[src/rtl/uart_pkg.sv]
// rtl/uart_pkg.sv - shared codes and status bit indices for the UART receive path
package uart_pkg;

  localparam logic [1:0] UART_ERR_NONE = 2'b00;
  localparam logic [1:0] UART_ERR_FRM  = 2'b01;
  localparam logic [1:0] UART_ERR_PAR  = 2'b10;
  localparam logic [1:0] UART_ERR_FULL = 2'b11;

  localparam int STS_FRM = 0;
  localparam int STS_PAR = 1;
  localparam int STS_OVF = 2;

  // Maps an RX FSM error code onto the one-hot sticky status vector {ovf, par, frm}.
  function automatic logic [2:0] err_decode(input logic [1:0] code);
    logic [2:0] v;
    v = 3'b000;
    case (code)
      UART_ERR_FRM:  v[STS_FRM] = 1'b1;
      UART_ERR_PAR:  v[STS_PAR] = 1'b1;
      UART_ERR_FULL: v[STS_OVF] = 1'b1;
      UART_ERR_NONE: v = 3'b000;
      default:       v = 3'b000;
    endcase
    return v;
  endfunction

endpackage

[src/rtl/uart_sync_fifo.sv]
// rtl/uart_sync_fifo.sv - show-ahead synchronous FIFO with occupancy count
// Full writes and empty reads are refused here; the caller sees the accept strobes.
module uart_sync_fifo
  import uart_pkg::*;
#(
  parameter int DEPTH = 16,
  parameter int WIDTH = 8,
  localparam int AW = $clog2(DEPTH)
) (
  input  logic             i_clk,
  input  logic             i_rst,
  input  logic             i_enable,
  input  logic             i_wr,
  input  logic [WIDTH-1:0] i_wdata,
  input  logic             i_rd,
  output logic [WIDTH-1:0] o_rdata,
  output logic             o_empty,
  output logic             o_full,
  output logic [AW:0]      o_count,
  output logic             o_wr_acc,
  output logic             o_rd_acc
);

  localparam logic [AW:0] FULL_CNT = (AW+1)'(DEPTH);

  logic [WIDTH-1:0] r_mem [DEPTH];
  logic [AW-1:0]    r_wr_ptr;
  logic [AW-1:0]    r_rd_ptr;
  logic [AW:0]      r_count;

  logic w_full;
  logic w_empty;
  logic w_wr_acc;
  logic w_rd_acc;

  assign w_full   = (r_count == FULL_CNT);
  assign w_empty  = (r_count == '0);
  assign w_wr_acc = i_enable && i_wr && !w_full;
  assign w_rd_acc = i_enable && i_rd && !w_empty;

  // Array is deliberately left out of reset; only the pointers define validity.
  always_ff @(posedge i_clk) begin
    if (w_wr_acc) begin
      r_mem[r_wr_ptr] <= i_wdata;
    end
  end

  always_ff @(posedge i_clk or posedge i_rst) begin
    if (i_rst) begin
      r_wr_ptr <= '0;
      r_rd_ptr <= '0;
      r_count  <= '0;
    end else if (!i_enable) begin
      r_wr_ptr <= '0;
      r_rd_ptr <= '0;
      r_count  <= '0;
    end else begin
      if (w_wr_acc) begin
        r_wr_ptr <= r_wr_ptr + 1'b1;
      end
      if (w_rd_acc) begin
        r_rd_ptr <= r_rd_ptr + 1'b1;
      end
      case ({w_wr_acc, w_rd_acc})
        2'b10:   r_count <= r_count + 1'b1;
        2'b01:   r_count <= r_count - 1'b1;
        default: r_count <= r_count;
      endcase
    end
  end

  assign o_rdata  = r_mem[r_rd_ptr];
  assign o_empty  = w_empty;
  assign o_full   = w_full;
  assign o_count  = r_count;
  assign o_wr_acc = w_wr_acc;
  assign o_rd_acc = w_rd_acc;

endmodule

[src/rtl/uart_rxfifo_ctl.sv]
// rtl/uart_rxfifo_ctl.sv - UART RX byte buffer with sticky error flags and interrupts
// Sits between the RX FSM and the register block in the app_clk domain.
module uart_rxfifo_ctl
  import uart_pkg::*;
#(
  parameter int DEPTH = 16,
  parameter int TW    = 16,
  localparam int AW = $clog2(DEPTH)
) (
  input  logic          i_app_clk,
  input  logic          i_reset,
  input  logic          i_cfg_rx_enable,
  input  logic [AW:0]   i_cfg_rx_thresh,
  input  logic [TW-1:0] i_cfg_tout_val,
  input  logic          i_fifo_wr,
  input  logic [7:0]    i_fifo_data,
  input  logic [1:0]    i_error_ind,
  output logic          o_fifo_aval,
  input  logic          i_rd_en,
  output logic [7:0]    o_rd_data,
  output logic          o_rd_empty,
  output logic [AW:0]   o_rx_count,
  input  logic [2:0]    i_sts_clr,
  output logic          o_sts_frm_err,
  output logic          o_sts_par_err,
  output logic          o_sts_ovf,
  output logic          o_irq_thresh,
  output logic          o_irq_tout
);

  logic          w_empty;
  logic          w_full;
  logic [AW:0]   w_count;
  logic          w_wr_acc;
  logic          w_rd_acc;
  logic          w_wr_drop;
  logic [2:0]    w_sts_set;

  logic [1:0]    r_err_prev;
  logic [2:0]    r_sts;
  logic [TW-1:0] r_tout_cnt;

  uart_sync_fifo #(
    .DEPTH (DEPTH),
    .WIDTH (8)
  ) u_fifo (
    .i_clk    (i_app_clk),
    .i_rst    (i_reset),
    .i_enable (i_cfg_rx_enable),
    .i_wr     (i_fifo_wr),
    .i_wdata  (i_fifo_data),
    .i_rd     (i_rd_en),
    .o_rdata  (o_rd_data),
    .o_empty  (w_empty),
    .o_full   (w_full),
    .o_count  (w_count),
    .o_wr_acc (w_wr_acc),
    .o_rd_acc (w_rd_acc)
  );

  // A write refused for lack of space is an overflow; writes while disabled are simply ignored.
  assign w_wr_drop = i_cfg_rx_enable && i_fifo_wr && w_full;

  always_comb begin
    w_sts_set = 3'b000;
    if (i_error_ind != r_err_prev) begin
      w_sts_set = err_decode(i_error_ind);
    end
    if (w_wr_drop) begin
      w_sts_set[STS_OVF] = 1'b1;
    end
  end

  // Set beats clear so an event coinciding with a W1C write is never lost.
  always_ff @(posedge i_app_clk or posedge i_reset) begin
    if (i_reset) begin
      r_err_prev <= UART_ERR_NONE;
      r_sts      <= 3'b000;
    end else begin
      r_err_prev <= i_error_ind;
      r_sts      <= (r_sts & ~i_sts_clr) | w_sts_set;
    end
  end

  always_ff @(posedge i_app_clk or posedge i_reset) begin
    if (i_reset) begin
      r_tout_cnt <= '0;
    end else if (!i_cfg_rx_enable || w_wr_acc || w_rd_acc || w_empty || (i_cfg_tout_val == '0)) begin
      r_tout_cnt <= '0;
    end else if (r_tout_cnt >= i_cfg_tout_val) begin
      r_tout_cnt <= i_cfg_tout_val;
    end else begin
      r_tout_cnt <= r_tout_cnt + 1'b1;
    end
  end

  assign o_fifo_aval   = !w_full;
  assign o_rd_empty    = w_empty;
  assign o_rx_count    = w_count;
  assign o_sts_frm_err = r_sts[STS_FRM];
  assign o_sts_par_err = r_sts[STS_PAR];
  assign o_sts_ovf     = r_sts[STS_OVF];
  assign o_irq_thresh  = (i_cfg_rx_thresh != '0) && (w_count >= i_cfg_rx_thresh);
  assign o_irq_tout    = (r_tout_cnt == i_cfg_tout_val) && (i_cfg_tout_val != '0) && !w_empty;

endmodule

[config.mk]
export PLATFORM = sky130hd
export DESIGN_NAME = uart_rxfifo_ctl
export DESIGN_NICKNAME = d
export VERILOG_FILES = /design/src/rtl/uart_pkg.sv /design/src/rtl/uart_sync_fifo.sv /design/src/rtl/uart_rxfifo_ctl.sv
export SDC_FILE = /design/constraint.sdc
export NUM_CORES = 1
export LEC_CHECK = 0
export ABC_AREA = 0
export CAP_MARGIN = 10
export CORE_UTILIZATION = 53
export CTS_CLUSTER_SIZE = 28
export DETAILED_ROUTE_END_ITERATION = 10
export PLACE_DENSITY = 0.79
export SLEW_MARGIN = 20
export SYNTH_ARGS = -nofsm -noshare
export SYNTH_HDL_FRONTEND = slang
export SYNTH_SLANG_ARGS = --single-unit
export TNS_END_PERCENT = 5
[constraint.sdc]
create_clock -name i_app_clk -period 2.55 [get_ports i_app_clk]
set_input_delay 0.3825 -clock i_app_clk [delete_from_list [all_inputs] [get_ports i_app_clk]]
set_output_delay 0.3825 -clock i_app_clk [all_outputs]
set_load 0.005 [all_outputs]
==> results of run 1 <==
==> metal layers <==
layer  part of all wire [%]  GRT usage (%)  vias to the layer above
met4                    1.7          8.642                        0
met3                    5.5          4.307                       26
met2                     50          42.51                      191
met1                     43          34.83                     2581
li1                       -              -                     2368
met5                      0              0                        -
==> report_power, final <==
group          switching [uW]  internal [uW]
clock network            1090           1450
logic                     958           1060
registers                60.8           2930
total                    2100           5450
==> sequential cells by signal (all words and copies together), names as in the netlist <==
signal           cells
u_fifo.o_count       5
r_sts                3
u_fifo.r_mem       128
u_fifo.r_wr_ptr      4
r_err_prev           2
r_tout_cnt          16
u_fifo.r_rd_ptr      4
==> critical path: stages, from the launching register on <==
cell	delay (ns)
dfrtp_2	0.40
buf_4	0.14
buf_12	0.13
buf_16	0.15
mux4_2	0.47
a22oi_2	0.17
nand2_1	0.09
dlygate4sd2_1	0.27
==> kinds of logic (layout without fill, tap and decap cells) <==
family | count (synthesis) | in the layout
compound gates | 86 | 86
xor+xnor | 21 | 21
fa+ha+maj | 29 | 29
buf+inv | 54 | 193
flops | 162 | 162
mux | 66 | 66
simple gates | 147 | 147
==> final timing paths <==
path / startpoint / to / slack (ns) / cells after the start
hold reg to reg: r_sts[2] / r_sts[2] / 0.51 / 2
min in group i_app_clk: i_error_ind[0] / r_err_prev[0] / 0.45 / 1
setup / recovery: u_fifo.r_rd_ptr[0] / o_rd_data[7] / -0.08 / 7
hold / removal: i_reset / r_err_prev[1] / 0.35 / 3
max in group asynchronous: i_reset / u_fifo.r_rd_ptr[0] / 1.84 / 3
setup reg to reg: u_fifo.o_count[0] / u_fifo.o_count[4] / 0.02 / 10
==> cell type report <==
class	instances	area, um^2
flip-flops and latches	162	4697
fillers	936	4243
multi-input cells	349	2870
repair buffers	129	1199
clock buffers	18	429.2
well taps	180	225.2
clock inverters	14	151.4
inverters	32	120.1
==> repair_timing <==
action	CTS	global route
gates resized for setup	45	33
setup buffers	8	2
pin swaps	11	14
setup endpoints to repair	11	12
cloned	1	0
==> synth_stat cells (13+ instances only) <==
master,n,area share (%)
o21ai_0,29,1.9
xnor2_1,14,1.6
ha_1,29,4.8
mux2i_1,43,5.7
edfxtp_1,128,50
inv_1,32,1.6
a21oi_1,21,1.4
dfrtp_1,34,11
clkbuf_1,13,0.64
and2_1,25,2.1
mux4_2,16,4.7
nand2_1,66,3.3
==> per-stage QoR <==
step	util [%]	area, um^2	setup TNS, ns	hold WS [ns]	instances
2_1_floorplan	-	7617	0	0.4139	565
3_3_place_gp	63.73	8881	-3.380	0.4923	842
3_5_place_dp	63.75	8884	-2.812	0.4899	842
4_1_cts	69.32	9659	-0.3792	0.3685	883
5_1_grt	69.55	9692	-0.4454	0.4436	884
6_report	69.55	9692	-0.09827	0.3513	884
==> flow_metrics.tcl, run 1 <==
set metrics [dict create \
    drtAntennaViolNets 0 \
    ys_types 43 \
    grt_overflow 0 \
    vias 5166 \
    ctsHoldBuffers 0 \
    die_w_um 121.9 \
    track_usage_pct 25.80 \
    worstHoldPathType "input pin to async pin" \
    crit_type "flip-flop to primary output" \
    clock_latency_ns 0.43 \
    rsz0062_at_grt "true" \
    synth_top_family_by_area "multiplexers" \
    clockBufferDepth 2 \
    synth_xor_area_share_pct 2.416 \
    syn_area_um2 7614 \
    cap_violations 0 \
    routabilityCongestion 0.8482 \
    grt_pass1_vias 5239 \
    yosys.area_share.simple_pct 9.827 \
    seq_area_frac_synth_pct 61.66 \
    worst_slack_ns -0.08265 \
    pin_count 59 \
    powerDensity_nw_per_um2 779.1 \
    routedWlPerCell_um 20.06 \
    final_cell_mix "128 x edfxtp_1, 65 x nand2_1, 60 x buf_4" \
    postSynthCellCount 565 \
    grt_pass1_wl_um 28260 \
    synth_compound_area_share_pct 7.132 \
    start_util_pct 54.64 \
    worstMarginPinSlew_ns 0.6416 \
    h-tree-depth 4 \
    num_rows 43 \
    antenna_found_initial 0 \
    status "finished with violations" \
    core_um2 13930 \
    clk_pin_slew_worst_paths_ns 0.07 \
    ys_ff_latch 162 \
    violations "setup timing" \
    cp-end-kind "primary output" \
    cts_sinks 162 \
    syn_to_final_growth_pct 27.30 \
    synth.area.mux_share_pct 11.42 \
    ir_worst_vdd_v 0.0005459 \
    die-height_um 121.9 \
    die-area_um2 14850 \
    cts_made_buffers 17 \
    total_power_uw 7551 \
    preCtsSetupSlack_ns -0.3234 \
    io_buffer_count 58 \
    syn_nets 633 \
    synth_edf_count 128 \
    synthFlopType "edfxtp_1" \
    async_flop_share_pct 20.99 \
    synth_warnings 0 \
    drcViolationCount 0 \
    worstSetupStartpointType "flip-flop" \
    drive_above_1_share_pct 24.15 \
    drt_iter0_drc 402 \
    via_per_inst 5.844 \
    timing.fmax_mhz 379.8 \
    slew_headroom_pct 57.09 \
    num-nets-final 759 \
    crit_required_ns 2.17 \
    dr.pass1.iters 5 \
    worst-path-max-fanout 9 \
    root_buffer "clkbuf_16" \
    grt_max_degree 35 \
    antenna_cells 0 \
    finalCriticalPeriod_ns 2.633 \
    drv_slew 0 \
    post-dp-hpwl_um 11640 \
    setup_viol 2 \
    fin_crit_sh_pct 103.2 \
    wirelength_um 17740 \
    synthAdderAreaFrac_pct 4.766 \
    cp.arrival_ns 2.25 \
    final_common_cell "edfxtp_1" \
    tritoncts "done" \
    hold_viol_final 0 \
    synth_area_per_cell_um2 13.48 \
    p_leak_uw 0.003716 \
    finClkSkew_ns 0.008237 \
]
Note: power is estimated with default switching activity, not from simulation.
==> inputs of run 2 (changes only) <==
CORE_UTILIZATION = 63   (was 53)
PLACE_DENSITY = 0.88   (was 0.79)
clock period = 3.37 ns   (was 2.55 ns; I/O delays follow)
==> run 2 against run 1 <==
Net effect:
- the run ends with DRC left
- cell area down 7.2%
- first-iteration DRC count is 4.2% higher
- global-route usage is 3.6 points higher
- clock skew about the same
- setup slack better by 0.18 ns
- highest routed layer unchanged
==> flow_metrics.tcl, run 2 (synthesized netlist as in run 1, its figures left out) <==
set metrics [dict create \
    crit_family "compound AO/OA/AOI/OAI gates" \
    routedWlPerCell_um 21.69 \
    wirelength_um 17050 \
    vias 5015 \
    routabilityCongestion 0.8834 \
    hold_viol_final 0 \
    crit_path_top_delay_cell "a221oi_1" \
    fin_cells 786 \
    drive_above_1_share_pct 10.89 \
    num_rows 39 \
    final_common_cell "edfxtp_1" \
    crit_required_ns 2.86 \
    grt_max_degree 32 \
    powerDensity_nw_per_um2 609.4 \
    cap_violations 0 \
    root_buffer "clkbuf_16" \
    slew_headroom_pct 47.09 \
    grt_pass1_wl_um 27370 \
    track_usage_pct 29.37 \
    largest_reg_flops 128 \
    start_util_pct 65.56 \
    cp_slowest_stage_delay_ns 0.59 \
    cts_setup_buffers 0 \
    clock_latency_ns 0.43 \
    path_cells "buf_4 > and2_1 > a221oi_1 > o21ai_0 > nand2_1 > clkdlybuf4s50_1" \
    cp.arrival_ns 2.77 \
    worstHoldPathType "input pin to async pin" \
    antenna_cells 0 \
    cp_num_buf_inv 2 \
    via_per_inst 6.380 \
    clk_pin_slew_worst_paths_ns 0.07 \
    num-nets-final 698 \
    ir_worst_vdd_v 0.0004207 \
    status "finished with violations" \
    worstSetupStartpointType "flip-flop" \
    rsz0062_at_grt "false" \
    tritoncts "done" \
    violations "DRC" \
    cp-end-kind "primary output" \
    setup_viol 0 \
    grt_pass1_vias 5107 \
    h-tree-depth 4 \
    dr.pass1.iters 10 \
    io_buffer_count 58 \
    worstMarginPinSlew_ns 0.7901 \
    top_register "u_fifo.r_mem" \
    timing.fmax_mhz 305.4 \
    fin_crit_sh_pct 97.17 \
    drtAntennaViolNets 0 \
    cts_made_buffers 17 \
    antenna_found_initial 0 \
    worst-path-max-fanout 20 \
    syn_to_final_growth_pct 18.09 \
    pin_count 59 \
    finClkSkew_ns 0.008608 \
    totalNegativeSetupSlack_ns 0 \
    die_w_um 111.9 \
    cts_sinks 162 \
    grt_overflow 0 \
    place_inst 754 \
    die-height_um 111.9 \
    post-dp-hpwl_um 11210 \
    die-area_um2 12530 \
    crit_type "flip-flop to primary output" \
    drcViolationCount 3 \
    drv_slew 0 \
    p_leak_uw 0.003384 \
    clockBufferDepth 2 \
    drt_iter0_drc 419 \
    core_um2 11610 \
    finalCriticalPeriod_ns 3.275 \
    final_cell_mix "128 x edfxtp_1, 66 x nand2_1, 58 x clkdlybuf4s50_1" \
]
-- run 2: changes by cell type in the layout (fill, tap and decap cells not counted), moves of 7 or more --
cell	before	now
o21ai_1	11	0
o21ai_0	16	29
clkdlybuf4s50_1	48	58
buf_4	60	9
buf_12	8	1
clkbuf_2	8	0
a21oi_2	9	0
a21oi_1	12	21
-- run 2: repair_timing --
item,in CTS,in global routing
hold buffers,0,0
setup endpoints to repair,0,2
hold endpoints to repair,0,0
gates resized for setup,0,2
-- run 2: metal layers --
| metal | share of wire [%] | track usage, % |
|---|---|---|
| met1 | 40 | 38.99 |
| met2 | 50 | 46.38 |
| met3 | 6.8 | 6.369 |
| met4 | 3.0 | 14.58 |
| met5 | 0 | 0 |
-- run 2: layout make-up --
| class | instances | area (um^2) |
|---|---|---|
| Clock inverter | 15 | 180.2 |
| Inverter | 32 | 120.1 |
| Sequential cell | 162 | 4696 |
| Fill cell | 654 | 2623 |
| Clock buffer | 17 | 425.4 |
| Tap cell | 143 | 178.9 |
| Timing Repair Buffer | 68 | 668.1 |
| Multi-Input combinational cell | 349 | 2723 |
-- run 2: stage by stage --
stage | power [uW] | setup WS, ns | hold WS [ns] | cell area (um^2) | utilization [%]
after floorplan | 3068 | 0.7541 | 0.4819 | 7614 | -
after detailed placement | 3524 | 0.1345 | 0.4994 | 8373 | 72.10
after global routing | 5660 | 0.002782 | 0.4813 | 8991 | 77.42
after global placement | 3466 | 0.1698 | 0.5067 | 8371 | 72.08
after CTS | 5485 | 0.07262 | 0.4322 | 8979 | 77.31
final | 5479 | 0.09537 | 0.4267 | 8991 | 77.42
-- run 2: path summary, 6_finish.rpt --
kind                                     end  slack (ns)  cells after the start                from
max reg2reg                u_fifo.o_count[4]        0.60                      9   u_fifo.o_count[2]
max                             o_rd_data[5]         0.1                      6  u_fifo.r_rd_ptr[1]
min reg2reg                         r_sts[2]        0.54                      2            r_sts[2]
min                        u_fifo.o_count[3]        0.43                      2             i_reset
max in group asynchronous      r_tout_cnt[2]        2.22                      3             i_reset
min in group i_app_clk              r_sts[2]        0.54                      2            r_sts[2]
-- run 2: where the power goes --
group	leakage, uW	switching [uW]	internal [uW]
combinational	0.00148	583	609
clock	0.000293	804	1170
sequential	0.00161	89.4	2220
total	0.00338	1480	4000
